File: config.mk
export PLATFORM = sky130hd
export DESIGN_NAME = eq_band_gain_mixer
export DESIGN_NICKNAME = d
export VERILOG_FILES = /design/src/rtl/eq_band_gain_mixer.sv
export SDC_FILE = /design/constraint.sdc
export NUM_CORES = 1
export LEC_CHECK = 0
export CELL_PAD_IN_SITES_DETAIL_PLACEMENT = 0
export CELL_PAD_IN_SITES_GLOBAL_PLACEMENT = 1
export CORE_ASPECT_RATIO = 1.4
export CORE_UTILIZATION = 51
export DETAILED_ROUTE_END_ITERATION = 8
export HOLD_SLACK_MARGIN = 0.05
export PLACE_DENSITY = 0.86
export SETUP_SLACK_MARGIN = 0.4
export SLEW_MARGIN = 20
export SYNTH_ARGS = -nofsm -noshare
export SYNTH_HDL_FRONTEND = slang
export SYNTH_SLANG_ARGS = --single-unit
export TNS_END_PERCENT = 20
File: constraint.sdc
create_clock -name clk -period 17.84 [get_ports clk]
set_input_delay 4.46 -clock clk [delete_from_list [all_inputs] [get_ports clk]]
set_output_delay 4.46 -clock clk [all_outputs]
set_load 0.05 [all_outputs]
File: src/rtl/eq_band_gain_mixer.sv
// eq_band_gain_mixer: weights eight FIR band outputs by a programmable
// signed Q1.6 gain table, sums them with one time-multiplexed MAC, then
// rounds half-up and saturates to a signed 16-bit sample.
// Ports: clk, rst (async, active-low), ena, band_in/in_valid/in_ready,
//   gain_we/gain_addr/gain_wdata, out_sample/out_valid/sat_flag,
//   peak_clr/peak_out (only with EQ_PEAK_METER_EN defined).
// Build option: EQ_PEAK_METER_EN adds a peak |out_sample| meter.
module eq_band_gain_mixer #(
    parameter int NUM_BANDS = 8,
    parameter int BAND_W    = 32,
    parameter int GAIN_W    = 8,
    parameter int OUT_W     = 16,
    parameter int SHIFT     = 21
) (
    input  logic                        clk,
    input  logic                        rst,
    input  logic                        ena,
    input  logic [NUM_BANDS*BAND_W-1:0] band_in,
    input  logic                        in_valid,
    output logic                        in_ready,
    input  logic                        gain_we,
    input  logic [$clog2(NUM_BANDS)-1:0] gain_addr,
    input  logic [GAIN_W-1:0]           gain_wdata,
    output logic [OUT_W-1:0]            out_sample,
    output logic                        out_valid,
    output logic                        sat_flag
`ifdef EQ_PEAK_METER_EN
    ,
    input  logic                        peak_clr,
    output logic [OUT_W-2:0]            peak_out
`endif
);

    localparam int IDX_W  = $clog2(NUM_BANDS);
    localparam int PROD_W = BAND_W + GAIN_W;
    localparam int ACC_W  = PROD_W + IDX_W;

    localparam logic [IDX_W-1:0] LAST = IDX_W'(NUM_BANDS - 1);
    localparam logic signed [GAIN_W-1:0] UNITY = GAIN_W'(1) << (GAIN_W - 2);
    localparam logic signed [ACC_W-1:0]  RND   = ACC_W'(1) << (SHIFT - 1);
    localparam logic signed [ACC_W-1:0]  MAXV  = (ACC_W'(1) << (OUT_W - 1)) - ACC_W'(1);
    localparam logic signed [ACC_W-1:0]  MINV  = ~MAXV;

    typedef enum logic [1:0] {ST_IDLE, ST_MAC, ST_OUT} state_t;

    state_t                    r_state;
    logic [IDX_W-1:0]          r_idx;
    logic signed [ACC_W-1:0]   r_acc;
    logic signed [BAND_W-1:0]  r_band [NUM_BANDS];
    logic signed [GAIN_W-1:0]  r_gain [NUM_BANDS];
    logic signed [GAIN_W-1:0]  r_snap [NUM_BANDS];
    logic [OUT_W-1:0]          r_out;
    logic                      r_valid;
    logic                      r_sat;

    logic signed [PROD_W-1:0]  w_bx;
    logic signed [PROD_W-1:0]  w_gx;
    logic signed [PROD_W-1:0]  w_prod;
    logic signed [ACC_W-1:0]   w_prod_x;
    logic signed [ACC_W-1:0]   w_sum;
    logic signed [ACC_W-1:0]   w_shr;
    logic signed [OUT_W-1:0]   w_res;
    logic                      w_clip;
    logic                      w_emit;

    assign in_ready   = (r_state == ST_IDLE) && ena;
    assign out_sample = r_out;
    assign out_valid  = r_valid;
    assign sat_flag   = r_sat;
    assign w_emit     = ena && (r_state == ST_OUT);

    // Operands are sign-extended to the full product width first.
    assign w_bx = $signed({{GAIN_W{r_band[r_idx][BAND_W-1]}}, r_band[r_idx]});
    assign w_gx = $signed({{BAND_W{r_snap[r_idx][GAIN_W-1]}}, r_snap[r_idx]});
    assign w_prod   = w_bx * w_gx;
    assign w_prod_x = $signed({{IDX_W{w_prod[PROD_W-1]}}, w_prod});

    // Round half up, then floor-shift; acc headroom makes the add safe.
    assign w_sum = r_acc + RND;
    assign w_shr = w_sum >>> SHIFT;

    always_comb begin
        w_res  = w_shr[OUT_W-1:0];
        w_clip = 1'b0;
        if (w_shr > MAXV) begin
            w_res  = MAXV[OUT_W-1:0];
            w_clip = 1'b1;
        end else if (w_shr < MINV) begin
            w_res  = MINV[OUT_W-1:0];
            w_clip = 1'b1;
        end
    end

    // Gain table is writable at any time; the MAC only sees r_snap.
    always_ff @(posedge clk or negedge rst) begin
        if (!rst) begin
            for (int k = 0; k < NUM_BANDS; k++) r_gain[k] <= UNITY;
        end else if (gain_we) begin
            r_gain[gain_addr] <= gain_wdata;
        end
    end

    always_ff @(posedge clk or negedge rst) begin
        if (!rst) begin
            r_state <= ST_IDLE;
            r_idx   <= '0;
            r_acc   <= '0;
            r_out   <= '0;
            r_valid <= 1'b0;
            r_sat   <= 1'b0;
            for (int k = 0; k < NUM_BANDS; k++) begin
                r_band[k] <= '0;
                r_snap[k] <= UNITY;
            end
        end else begin
            r_valid <= 1'b0;
            if (ena) begin
                unique case (r_state)
                    ST_IDLE: begin
                        if (in_valid) begin
                            for (int k = 0; k < NUM_BANDS; k++) begin
                                r_band[k] <= band_in[k*BAND_W +: BAND_W];
                                r_snap[k] <= r_gain[k];
                            end
                            r_acc   <= '0;
                            r_idx   <= '0;
                            r_state <= ST_MAC;
                        end
                    end
                    ST_MAC: begin
                        r_acc <= r_acc + w_prod_x;
                        r_idx <= r_idx + 1'b1;
                        if (r_idx == LAST) r_state <= ST_OUT;
                    end
                    ST_OUT: begin
                        r_out   <= w_res;
                        r_sat   <= w_clip;
                        r_valid <= 1'b1;
                        r_state <= ST_IDLE;
                    end
                    default: r_state <= ST_IDLE;
                endcase
            end
        end
    end

`ifdef EQ_PEAK_METER_EN
    logic [OUT_W-2:0] r_peak;
    logic [OUT_W-1:0] w_neg;
    logic [OUT_W-2:0] w_abs;

    // |-32768| does not fit in OUT_W-1 bits, so it clamps to all ones.
    assign w_neg = -w_res;
    always_comb begin
        w_abs = w_res[OUT_W-2:0];
        if (w_res[OUT_W-1]) begin
            if (w_res == MINV[OUT_W-1:0]) w_abs = '1;
            else                          w_abs = w_neg[OUT_W-2:0];
        end
    end

    always_ff @(posedge clk or negedge rst) begin
        if (!rst) begin
            r_peak <= '0;
        end else if (w_emit) begin
            if (peak_clr || (w_abs > r_peak)) r_peak <= w_abs;
        end else if (peak_clr) begin
            r_peak <= '0;
        end
    end

    assign peak_out = r_peak;
`endif

endmodule

**Word level (Yosys, flattened, before mapping)**

Index checks and enable logic that the tools add are counted.

- Register bits after elaboration: 450
- Bits of input ports: 272
- Output and inout port bits: 19
- Logic and storage cells: 76

- $add $sub $neg: 3
- Multipliers: 1
- Order comparisons: 5
- Eq/ne operators: 5
- Mux-type cells: 22
- Bitwise operators: 2
- Reductions and logical operators: 8

Operator list:

| cell | number |
|---|---|
| $bmux W32 S3 | 1 |
| $pmux W43 S2 | 1 |
| $bwmux W64 | 1 |
| $mux W32 | 2 |
| $add A43 B22 Y43 const B | 1 |
| $add A43 B40 Y43 | 1 |
| $mux W43 | 1 |
| $mul A32 B8 Y40 | 1 |
| $mux W16 | 2 |
| $bmux W8 S3 | 1 |
| $demux W8 S3 | 1 |
| $mux W8 | 3 |
| $gt A22 B16 Y1 const B | 1 |
| $lt A22 B16 Y1 const B | 1 |
| $reduce_and A3 Y1 | 3 |
| $ge A4 B4 Y1 const B | 2 |
| $not A3 Y4 | 2 |
| $pmux W3 S2 | 1 |
| $lt A4 B1 Y1 const B | 1 |
| $mux W1 | 4 |
| $mux W2 | 2 |
| $ne A2 B2 Y1 const B | 2 |
| $pmux W2 S2 | 1 |
| $add A3 B1 Y3 const B | 1 |
| 8 further kinds | 9 |

**Depth between registers and ports, before layout**

- Word-level depth: 7
- Mapped depth: 25

**Worst setup path before layout**

Ideal clock, no wire load.

- Kind: input to output
- From: in ena
- To: out in_ready
- Arrival time: 5.638 ns
- Setup slack: 7.742 ns
- Stages: 1
- Path buffers: 0
- Cells stage by stage: nor3b_1

- Cells in the longest elaborated chain, start to end: 1

Ends and longest elaborated chain:

| element | line | text |
|---|---|---|
| start, declared | 17 | `input logic ena,` |
| $logic_and A1 B1 Y1 | 66 | `assign in_ready = (r_state == ST_IDLE) && ena;` |
| end, declared | 20 | `output logic in_ready,` |

Every way passes these cells.

**Worst setup path after layout**

Same ends and word-level chain as after synthesis.

==> impl_metrics.sql <==
INSERT INTO impl_metrics (metric_group, metric, value, unit) VALUES
('die', 'core_area', '56400', 'sq um'),
('global_routing', 'gr_usage_total', '0.257', ''),
('die', 'initial_core_util', '0.517', ''),
('global_routing', 'pin_count_of_the_biggest_net_entering_global_routing', '179', ''),
('place', 'detailedPlacementHpwl', '53900', 'um'),
('hold_path', 'timing.hold.worst_path_depth', '2', ''),
('sta', 'fin_crit_sh', '0.597', ''),
('detailed_routing', 'final_antenna_net_count', '0', ''),
('clocking', 'clock-sinks', '450', ''),
('synth', 'netlist_top_cells_count', 'sky130_fd_sc_hd__dfrtp_1, sky130_fd_sc_hd__mux2_2, sky130_fd_sc_hd__fa_1, sky130_fd_sc_hd__inv_1, sky130_fd_sc_hd__nor2_1', ''),
('final_layout', 'layout.nets', '3232', ''),
('synth', 'synthesis.instances', '2374', ''),
('die', 'floorplan.rows', '103', ''),
('synth', 'seq_area_frac_synth', '0.387', ''),
('synth', 'synth-edff-count', '0', ''),
('final_layout', 'area_growth_syn_to_layout', '17.7', '%'),
('detailed_routing', 'dr_total_vias', '19100', ''),
('critical_path', 'cp-start-kind', 'primary input', ''),
('critical_path', 'worstReg2RegStart', 'r_idx[0]$_DFFE_PN0P_', ''),
('critical_path', 'worstSetupEndpoint', 'in_ready', ''),
('critical_path', 'rr_endpoint', 'r_acc[41]$_DFFE_PN0P_', ''),
('detailed_routing', 'drt_iter0_drc', '796', ''),
('synth', 'proportion_of_netlist_area_held_by_the_largest_area_contributor', '0.372', ''),
('global_routing', 'first_global_vias', '21700', ''),
('detailed_routing', 'detail_route.wl_per_cell', '21.2', 'um'),
('critical_path', 'path_class', 'primary input to output port', ''),
('synth', 'synth_cell_type_count', '64', ''),
('synth', 'synth.cell_area', '29200', 'sq um'),
('die', 'dieArea', '58200', 'sq um'),
('sta', 'fmaxAchievable', '94.0', 'MHz'),
('place', 'port_buffers', '290', ''),
('clocking', 'cts_buffers', '45', ''),
('die', 'die_x', '204', 'um'),
('synth', 'synth_seq_cells', '450', ''),
('hold_path', 'worst_hold_path_class', 'register to register', ''),
('clocking', 'cts-resized-gates', '0', ''),
('clocking', 'clk-insertion-delay-late', '0.62', 'ns'),
('synth', 'synth_top_flop_cell', 'sky130_fd_sc_hd__dfrtp_1', ''),
('sta', 'final_hold_viol_count', '0', ''),
('place', 'gp_routability_congestion', '0.880', ''),
('critical_path', 'regToRegSetupSlack', '9.11', 'ns'),
('clocking', 'clockBufferDepth', '3', ''),
('sta', 'measured_slew_at_the_worst_slew_check_pin', '1.08', 'ns'),
('critical_path', 'cp.arrival', '6.18', 'ns'),
('clocking', 'cts-htree-levels', '2', ''),
('synth', 'netlist_top_cells_area', 'sky130_fd_sc_hd__dfrtp_1, sky130_fd_sc_hd__fa_1, sky130_fd_sc_hd__mux2_2, sky130_fd_sc_hd__mux4_2, sky130_fd_sc_hd__ha_1', ''),
('job', 'cap_viol_max_count', '0', ''),
('global_routing', 'overflow_left_after_global_routing', '0', ''),
('sta', 'period_minus_slack', '10.64', 'ns'),
('synth', 'proportion_of_synthesized_flip_flops_having_asynchronous_set_or_reset', '1.00', ''),
('clocking', 'ctsRootBufferMaster', 'sky130_fd_sc_hd__clkbuf_16', ''),
('clocking', 'cts_tree', 'yes', ''),
('synth', 'yosys_warnings', '0', ''),
('global_routing', 'antenna_found_initial', '12', ''),
('die', 'design.portCount', '291', ''),
('clocking', 'postCtsSetupRepairBufs', '0', ''),
('detailed_routing', 'detail_route.vias_per_cell', '5.64', ''),
('sta', 'slew-limit-headroom', '0.261', ''),
('final_layout', 'post_route_utilization', '0.608', ''),
('detailed_routing', 'drtPass1Iterations', '5', ''),
('critical_path', 'worstSetupEndpointType', 'output port', ''),
('synth', 'syn_area_per_cell', '12.3', 'sq um'),
('sta', 'final.setup_skew', '0.0533', 'ns'),
('synth', 'yosysMostFrequentCell', 'sky130_fd_sc_hd__dfrtp_1', ''),
('critical_path', 'cp.required', '13.38', 'ns'),
('sta', 'grt_setup_unrepaired', 'no', ''),
('sta', 'count_of_endpoints_failing_setup_in_the_final_report', '0', ''),
('critical_path', 'setup.worst_path.start', 'ena', ''),
('critical_path', 'rr_worst_depth', '19', ''),
('outcome', 'run_status', 'completed', ''),
('die', 'dieHeight', '285', 'um'),
('sta', 'totalNegativeSetupSlack', '0', 'ns'),
('final_layout', 'post_route_cells_drive_above_1_share', '0.227', ''),
('clocking', 'cts_hold_buffers', '0', ''),
('global_routing', 'grt_pass1_wl', '116000', 'um'),
('clocking', 'path_clk_slew', '0.06', 'ns'),
('sta', 'slew_violations', '0', ''),
('synth', 'mappedNetlistNets', '2993', ''),
('synth', 'synth_area_leader_cell', 'sky130_fd_sc_hd__dfrtp_1', ''),
('critical_path', 'crit_fanout', '7', ''),
('detailed_routing', 'drt_drc_violations_left', '0', ''),
('detailed_routing', 'routed_wirelength', '71900', 'um');
[through the flow]
stage | cells | setup slack [ns] | area [sq um] | hold WS, ns
after floorplan | 2374 | 7.74 | 29200 | 0.446
after global placement | 3301 | 7.21 | 32800 | 0.457
after detailed placement | 3301 | 7.21 | 32800 | 0.465
after CTS | 3382 | 7.19 | 34300 | 0.478
after global routing | 3387 | 7.15 | 34300 | 0.507
final | 3388 | 7.20 | 34300 | 0.479
[critical path, stage by stage]
cell	delay [ns]
sky130_fd_sc_hd__clkdlybuf4s50_1	0.59
sky130_fd_sc_hd__nor3b_1	0.28
sky130_fd_sc_hd__clkdlybuf4s50_1	0.85
[logic make-up after synthesis]
kind of cell,count (synthesis),share of synthesized area
compound gates,195,0.0428
simple gates,479,0.0703
flops,450,0.387
mux,508,0.225
fa+ha+maj,347,0.214
xor+xnor,57,0.0171
buf+inv,338,0.0443
[area by class of cell]
cell class                      instances  area [sq um]
Inverter                              220           826
Clock buffer                           65          1270
Tap cell                              735           920
Sequential cell                       450         11300
Antenna cell                            6          15.0
Timing Repair Buffer                  310          3070
Fill cell                            4438         22100
Clock inverter                         16           236
Multi-Input combinational cell       1586         16700
[how the worst min path moves through the flow]
stage	slack, ns	start	endpoint
finish	0.48	sat_flag$_DFFE_PN0P_	sat_flag$_DFFE_PN0P_
global route	0.51	sat_flag$_DFFE_PN0P_	sat_flag$_DFFE_PN0P_
CTS	0.48	sat_flag$_DFFE_PN0P_	sat_flag$_DFFE_PN0P_
detailed placement	0.46	sat_flag$_DFFE_PN0P_	sat_flag$_DFFE_PN0P_
global placement	0.46	sat_flag$_DFFE_PN0P_	sat_flag$_DFFE_PN0P_
floorplan	0.45	r_acc[17]$_DFFE_PN0P_	r_acc[17]$_DFFE_PN0P_
[flip-flops by register name, indices dropped and copies added, names as in the netlist]
register and count:
r_idx 3, sat_flag 1, out_valid 1, r_band 256, r_gain 64, out_sample 16, r_state 2, r_snap 64
r_acc 43
[per-layer routing]
metal,share of wire,vias to the layer above,global-route usage
li1,-,8527,-
met1,0.39,9960,0.302
met2,0.53,472,0.459
met4,0.028,12,0.0828
met3,0.058,139,0.0605
met5,0.0011,-,0
[placed cells by master (no fill, tap or decap), types with 6 or more instances in the layout]
| cell | n |
|---|---|
| sky130_fd_sc_hd__dfstp_2 | 16 |
| sky130_fd_sc_hd__nand2b_1 | 12 |
| sky130_fd_sc_hd__clkbuf_16 | 45 |
| sky130_fd_sc_hd__nor2b_1 | 11 |
| sky130_fd_sc_hd__clkdlybuf4s50_1 | 289 |
| sky130_fd_sc_hd__buf_4 | 19 |
| sky130_fd_sc_hd__or3_1 | 6 |
| sky130_fd_sc_hd__nor2_1 | 211 |
| sky130_fd_sc_hd__mux2i_1 | 33 |
| sky130_fd_sc_hd__xnor2_1 | 41 |
| sky130_fd_sc_hd__clkbuf_1 | 13 |
| sky130_fd_sc_hd__nand3_1 | 22 |
| sky130_fd_sc_hd__mux2i_4 | 6 |
| sky130_fd_sc_hd__clkbuf_8 | 7 |
| sky130_fd_sc_hd__nand4_1 | 13 |
| sky130_fd_sc_hd__dfrtp_1 | 431 |
| sky130_fd_sc_hd__a21o_1 | 19 |
| sky130_fd_sc_hd__a31oi_1 | 6 |
| sky130_fd_sc_hd__a21oi_1 | 47 |
| sky130_fd_sc_hd__xor2_1 | 16 |
| sky130_fd_sc_hd__nand2_1 | 164 |
| sky130_fd_sc_hd__nor3_1 | 8 |
| sky130_fd_sc_hd__mux2_2 | 389 |
| sky130_fd_sc_hd__diode_2 | 6 |
| sky130_fd_sc_hd__mux4_2 | 80 |
| sky130_fd_sc_hd__o22ai_1 | 22 |
| sky130_fd_sc_hd__inv_1 | 220 |
| sky130_fd_sc_hd__fa_1 | 252 |
| sky130_fd_sc_hd__o21ai_0 | 51 |
| sky130_fd_sc_hd__ha_1 | 95 |
Power is left out: the tool's default activity adds up to more than one toggle a clock period on the data nets, which glitch-free logic cannot reach.
